===== config.mk =====
export PLATFORM = sky130hd
export DESIGN_NAME = bsg_arb_rr_one_hot_buffered
export DESIGN_NICKNAME = d
export VERILOG_FILES = /design/src/rtl/bsg_arb_rr_one_hot_buffered.sv
export SDC_FILE = /design/constraint.sdc
export NUM_CORES = 1
export LEC_CHECK = 0
export ABC_CLOCK_PERIOD_IN_PS = 3400
export CORE_UTILIZATION = 25
export CTS_CLUSTER_SIZE = 10
export DETAILED_ROUTE_END_ITERATION = 16
export PLACE_DENSITY = 0.75
export SLEW_MARGIN = 5
export SYNTH_ARGS = -nofsm -noshare
export SYNTH_HDL_FRONTEND = slang
export SYNTH_SLANG_ARGS = --single-unit

===== constraint.sdc =====
create_clock -name clk_i -period 3.4 [get_ports clk_i]
set_clock_uncertainty 0.15 [all_clocks]
set_input_delay 0.51 -clock clk_i [delete_from_list [all_inputs] [get_ports clk_i]]
set_output_delay 0.51 -clock clk_i [all_outputs]
set_load 0.02 [all_outputs]

===== src/rtl/bsg_arb_rr_one_hot_buffered.sv =====
// bsg_arb_rr_one_hot_buffered
//   Round-robin arbiter with a single-entry registered output buffer.
//   The one-hot grant drives the mux select and the requester yumi.
//   The granted word, its one-hot source tag and a valid flag are presented downstream
//   on a valid/ready handshake.
//   Optional feature macro: BSG_ARB_RR_LOCK_EN adds lock_i, which lets the last
//   granted requester keep the channel while it still requests.
module bsg_arb_rr_one_hot_buffered #(
  parameter int width_p = 32,
  parameter int els_p   = 5
) (
  input  logic                       clk_i,
  input  logic                       reset_n_i,
  input  logic [els_p-1:0]           v_i,
  input  logic [els_p*width_p-1:0]   data_i,
  output logic [els_p-1:0]           yumi_o,
  output logic [els_p-1:0]           sel_one_hot_o,
  output logic                       v_o,
  output logic [width_p-1:0]         data_o,
  output logic [els_p-1:0]           tag_o,
  input  logic                       ready_i
`ifdef BSG_ARB_RR_LOCK_EN
  ,
  input  logic                       lock_i
`endif
);

  localparam logic [els_p-1:0] one_lp = els_p'(1);

  // Buffer and priority state
  logic                 v_q, v_d;
  logic [width_p-1:0]   data_q, data_d;
  logic [els_p-1:0]     tag_q, tag_d;
  logic [els_p-1:0]     last_q, last_d;

  // Arbitration intermediates
  logic                 accept;
  logic [els_p-1:0]     hi_mask;
  logic [els_p-1:0]     hi_req;
  logic [els_p-1:0]     rr_pick;
  logic [els_p-1:0]     pick;
  logic [els_p-1:0]     grant;
  logic [width_p-1:0]   data_sel;
  logic [width_p-1:0]   masked_words [els_p];

  // A draining full buffer can take a new word in the same cycle.
  assign accept = (|v_i) & (~v_q | ready_i) & reset_n_i;

  // Requesters strictly above last_q.  When last_q is the top bit the shift
  // overflows to zero, the subtraction yields all ones and the mask is empty,
  // so the scan wraps naturally to the low-order requesters.
  assign hi_mask = ~((last_q << 1) - one_lp);
  assign hi_req  = v_i & hi_mask;

  // Rotated winner: lowest set bit above last_q, else lowest set bit overall.
  always_comb begin
    rr_pick = '0;
    if (|hi_req) begin
      rr_pick = hi_req & (~hi_req + one_lp);
    end else begin
      rr_pick = v_i & (~v_i + one_lp);
    end
  end

`ifdef BSG_ARB_RR_LOCK_EN
  // A locked, still-requesting previous winner overrides rotation; since it is
  // already last_q, priority does not advance while locked.
  assign pick = (lock_i && |(v_i & last_q)) ? last_q : rr_pick;
`else
  assign pick = rr_pick;
`endif

  assign grant         = accept ? pick : '0;
  assign yumi_o        = grant;
  assign sel_one_hot_o = grant;

  // One-hot mux: gate each word by its grant bit, then OR them together.
  for (genvar gi = 0; gi < els_p; gi++) begin : g_mux
    assign masked_words[gi] = data_i[gi*width_p +: width_p] & {width_p{grant[gi]}};
  end

  // OR-reduce the gated words into the selected word.
  always_comb begin
    data_sel = '0;
    for (int k = 0; k < els_p; k++) begin
      data_sel = data_sel | masked_words[k];
    end
  end

  // Next-state: load on accept, empty on a drain without refill, else hold.
  always_comb begin
    v_d    = v_q;
    data_d = data_q;
    tag_d  = tag_q;
    last_d = last_q;
    if (accept) begin
      v_d    = 1'b1;
      data_d = data_sel;
      tag_d  = grant;
      last_d = grant;
    end else if (v_q && ready_i) begin
      v_d = 1'b0;
    end
  end

  // State registers with synchronous active-low reset; requester 0 starts highest.
  always_ff @(posedge clk_i) begin
    if (!reset_n_i) begin
      v_q    <= 1'b0;
      data_q <= '0;
      tag_q  <= '0;
      last_q <= one_lp << (els_p - 1);
    end else begin
      v_q    <= v_d;
      data_q <= data_d;
      tag_q  <= tag_d;
      last_q <= last_d;
    end
  end

  assign v_o    = v_q;
  assign data_o = data_q;
  assign tag_o  = tag_q;

endmodule

# == Yosys cells after proc, flatten, opt, wreduce, memory -nomap -nowiden ==
# Index checks and enable logic that the tools add are counted.
# op_classes
bitwise_logic,19
add_sub_neg,3
n_mux,4
reduce_logical,4
# op_table
op,n
$and 32x32->32,5
$or 32x32->32,4
$and 5x5->5,3
$not 5->5,3
$add 5x1->5 const B,2
$mux 5,2
$reduce_or 5->1,2
$sub 5x1->5 const B,1
$and 1x1->1,2
$mux 1,2
$reduce_bool 2->1,1
$logic_and 1x1->1,1
$not 1->1,1
$or 1x1->1,1
# totals
wordCells,34
ff_bits,42
output_inout_bits,48
input_bits,168

# == Depth between registers and ports, before layout ==
# depth
depth_word,13
depth_mapped,11
mapped_depth_nobuf,7

# == Worst setup path before layout ==
# Ideal clock, no wire load.
# synth_path
path_kind,register -> output
start,"register, netlist name tag_o[0]"
end,output port yumi_o[4]
required_time_ns,2.740
n_path_buf,4
stages_incl_launch_ff,11
path_slack_ns,0.327
t_arrival_ns,2.413
cell_sequence,dfxtp_1 > buf_6 > inv_1 > ha_1 > a22o_1 > o21ba_2 > and3_1 > buf_2 > clkbuf_1 > and2_1 > buf_4
# synth_lines
item,line_no,source
"end, declared",16,"output logic [els_p-1:0] yumi_o,"

# == Final worst setup path ==
# layout_path
start,input port v_i[1]
end,output port sel_one_hot_o[4]
# layout_via
elab_chain_len,6
word_cells_on_any_way,13
classes_between,add/sub: 2; mux: 2; bitwise: 7; reduce/logical: 2
# layout_lines
item,line_no,source
"start, declared",14,"input logic [els_p-1:0] v_i,"
$and 5x5->5,53,assign hi_req = v_i & hi_mask;
$not 5->5,59,rr_pick = hi_req & (~hi_req + one_lp);
$add 5x1->5,59,
$and 5x5->5,59,
$mux 5,58,if (|hi_req) begin
$mux 5 *,73,assign grant = accept ? pick : '0;
"end, declared",17,"output logic [els_p-1:0] sel_one_hot_o,"
# Every way passes the cells marked *; elsewhere a longest branch is shown, timed or not.

==> flow_summary.toml <==
[logic_synthesis]
synth-main-ff-cell = "dfxtp_1"
syn_area_um2 = 2700
ys_seq_area_share_pct = 28.2
synthesis.nets = 492
ys_ff_latch = 38
syn_inst = 323
synthDistinctLibCells = 40
async_flop_share_pct = 0
syn_area_per_cell_um2 = 8.35
yosys_warnings = 0
netlist_top_cells_area = "dfxtp_1, a221oi_1, a41oi_1"
yosys.area.top_type = "dfxtp_1"
synth_top_area_share_pct = 28.2
synth-edff-count = 0

[sta]
setup_violations = 0
holdWs_ns = 0.375
drv_slew = 0
fmax_mhz = 308
relSlewSlack_pct = 67.5
rsz0062_at_grt = "false"
final.setup.tns_ns = 0
fin_crit_ns = 3.25
worstMarginPinSlew_ns = 0.487
post-route-period-util_pct = 95.5
finalHoldViolations = 0

[drt]
vias = 3578
ant_nets = 0
drc = 0
vias_per_cell = 5.48
wire_per_inst_um = 19.0
firstDrtPassIters = 4
wirelength_um = 12400
first_iter_violations = 195

[floorplanning]
initial_utilization_pct = 26.0
num_rows = 37
die_y_um = 106
coreArea_um2 = 10400
num_io_pins = 216
dieArea_um2 = 11200
die_width_um = 106

[placed_design]
port_buffers = 215
gp_congestion = 0.918
hpwl_um = 8680

[clocking]
cts-root-buf = "clkbuf_8"
cts_tree = "yes"
post_cts_buffers = 0
ctsHoldBuffers = 0
ctsLongestPathBuffers = 2
cts_buffers = 5
clock_latency_ns = 0.28
clock-sinks = 38
clk_pin_slew_worst_paths_ns = 0.07
htreeDepth = 2

[setup_path]
cp_num_buf_inv = 2
cp.arrival_ns = 2.59
r2r_end = "data_o[12]"
path_cells = "clkdlybuf4s50_1, or3_1, o22ai_1, and3_1, and2_1, clkdlybuf4s50_1"
start_kind = "input port"
r2r-start = "tag_o[0]"
cp_slowest_cell = "clkdlybuf4s50_1"
cp.required_ns = 2.74
path_delay_family = "buffers and inverters"
critical-path-max-stage-delay_ns = 0.61
crit_path_end_kind = "output port"
path_class = "in2out"
critPathMaxFanout = 5
worst_r2r_path_depth = 8
path_common_cell = "clkdlybuf4s50_1"
r2r_slack_ns = 0.76

[global_route]
grt_overflow_total = 0
grt_pass1_vias = 3732
track_usage_pct = 21.0
antenna_found_initial = 0
grt_pass1_wl_um = 18500
grt_max_degree = 37

[pwr]
power.total_mw = 1.66
leakagePower_nw = 1.62
cellPowerDensity_nw_per_um2 = 333
peakVddDrop_mv = 0.138

[hold_path]
hold_end = "tag_o[4]"
hold_class = "reg2reg"
min_path_cells = 2
hold_path.startpoint = "tag_o[4]"

[layout]
fin_util_pct = 47.9
drive_gt1_share_pct = 8.70
diodes = 0
final_nets = 686
area_delta_synth_final_pct = 84.3

[flow_run]
cap_violations = 0

[status]
status = "finished clean"
==> layout make-up <==
| type | count | area, um2 |
|---|---|---|
| Inverter | 6 | 22.5 |
| Clock buffer | 7 | 76.3 |
| Sequential cell | 38 | 762 |
| Timing Repair Buffer | 229 | 2260 |
| Fill cell | 1010 | 5400 |
| Tap cell | 136 | 170 |
| Multi-Input combinational cell | 237 | 1680 |
==> sequential cells by signal, summed over array words and instances (netlist names) <==
register and cells:
v_o 1, tag_o 5, data_o 32
==> cells in the final DEF, fill, tap and decap left out, types with 2 or more instances in the layout <==
| cell | synthesis | final |
|---|---|---|
| a41oi_2 | 7 | 7 |
| inv_1 | 6 | 6 |
| nand3_1 | 33 | 33 |
| nor2_1 | 7 | 7 |
| a22oi_2 | 9 | 9 |
| a22oi_1 | 25 | 25 |
| nor3_1 | 3 | 2 |
| clkbuf_1 | 20 | 2 |
| and2_1 | 3 | 3 |
| a221oi_1 | 32 | 32 |
| a41oi_1 | 25 | 25 |
| nand2_1 | 34 | 34 |
| nand2b_1 | 2 | 2 |
| dfxtp_1 | 38 | 37 |
| buf_4 | 9 | 14 |
| a21oi_1 | 35 | 35 |
| clkdlybuf4s50_1 | 0 | 215 |
| clkbuf_8 | 0 | 5 |
==> logic make-up (layout without fill, tap and decap cells) <==
family                   after synthesis  in the layout  share of synthesized area, %
AO/OA/AOI/OAI                        144            144                          44.2
buffers and inverters                 48            242                          10.4
flip-flops                            38             38                          28.2
XOR/XNOR                               1              1                         0.325
AND/OR/NAND/NOR                       91             91                          16.4
adder cells (fa/ha/maj)                1              1                         0.464
==> per-layer routing <==
layer	vias to the layer above	share of wire [%]	GRT usage (%)	wire (um)
li1	1671	-	-	-
met1	1708	38	22.3	4670
met2	176	52	40.0	6460
met3	23	8.3	5.07	1030
met4	0	2.0	7.24	244
met5	-	0	0	0
==> worst max path at each step <==
stage	startpoint	end	cells after the start	slack, ns
floorplan	tag_o[0]	yumi_o[4]	10	0.33
global placement	v_i[1]	sel_one_hot_o[4]	6	0.20
detailed placement	v_i[1]	yumi_o[4]	6	0.16
CTS	tag_o[0]	yumi_o[4]	7	0.04
global route	tag_o[0]	yumi_o[2]	6	0.06
finish	v_i[1]	sel_one_hot_o[4]	6	0.15
==> cells in the mapped netlist (2+ instances only) <==
master and count:
dfxtp_1 38, nand2b_1 2, nand2_1 34, buf_2 5
nand3_1 33, nor3_1 3, and2_1 3, a41oi_1 25
a22oi_2 9, a22oi_1 25, buf_6 8, nor2_1 7
buf_4 9, a41oi_2 7, a221oi_1 32, a21oi_1 35
inv_1 6, clkbuf_1 20
==> through the flow <==
step                      setup slack [ns]  cell area [um2]  cells
final                                0.151             4970    653
after global routing                0.0592             4970    653
after CTS                           0.0368             4970    653
after detailed placement             0.165             4890    646
after global placement               0.196             4890    646
after floorplan                      0.327             2700    323
==> where the power goes <==
group / total (mW) / switching (mW) / internal (mW) / leakage [nW]
clock network: 0.299 / 0.157 / 0.142 / 0.0383
registers: 0.544 / 0.0351 / 0.509 / 0.319
logic: 0.813 / 0.394 / 0.420 / 1.26
==> worst min-delay path: stages, from the launching register on <==
cell,delay [ns]
dfxtp_1,0.34
a22oi_1,0.07
nor2_1,0.08
==> repair_timing <==
item	4_1_cts	5_1_grt
gates resized for setup	0	1
endpoints found under the hold margin	0	0
setup endpoints to repair	0	8
(Power assumes the default switching activity.)
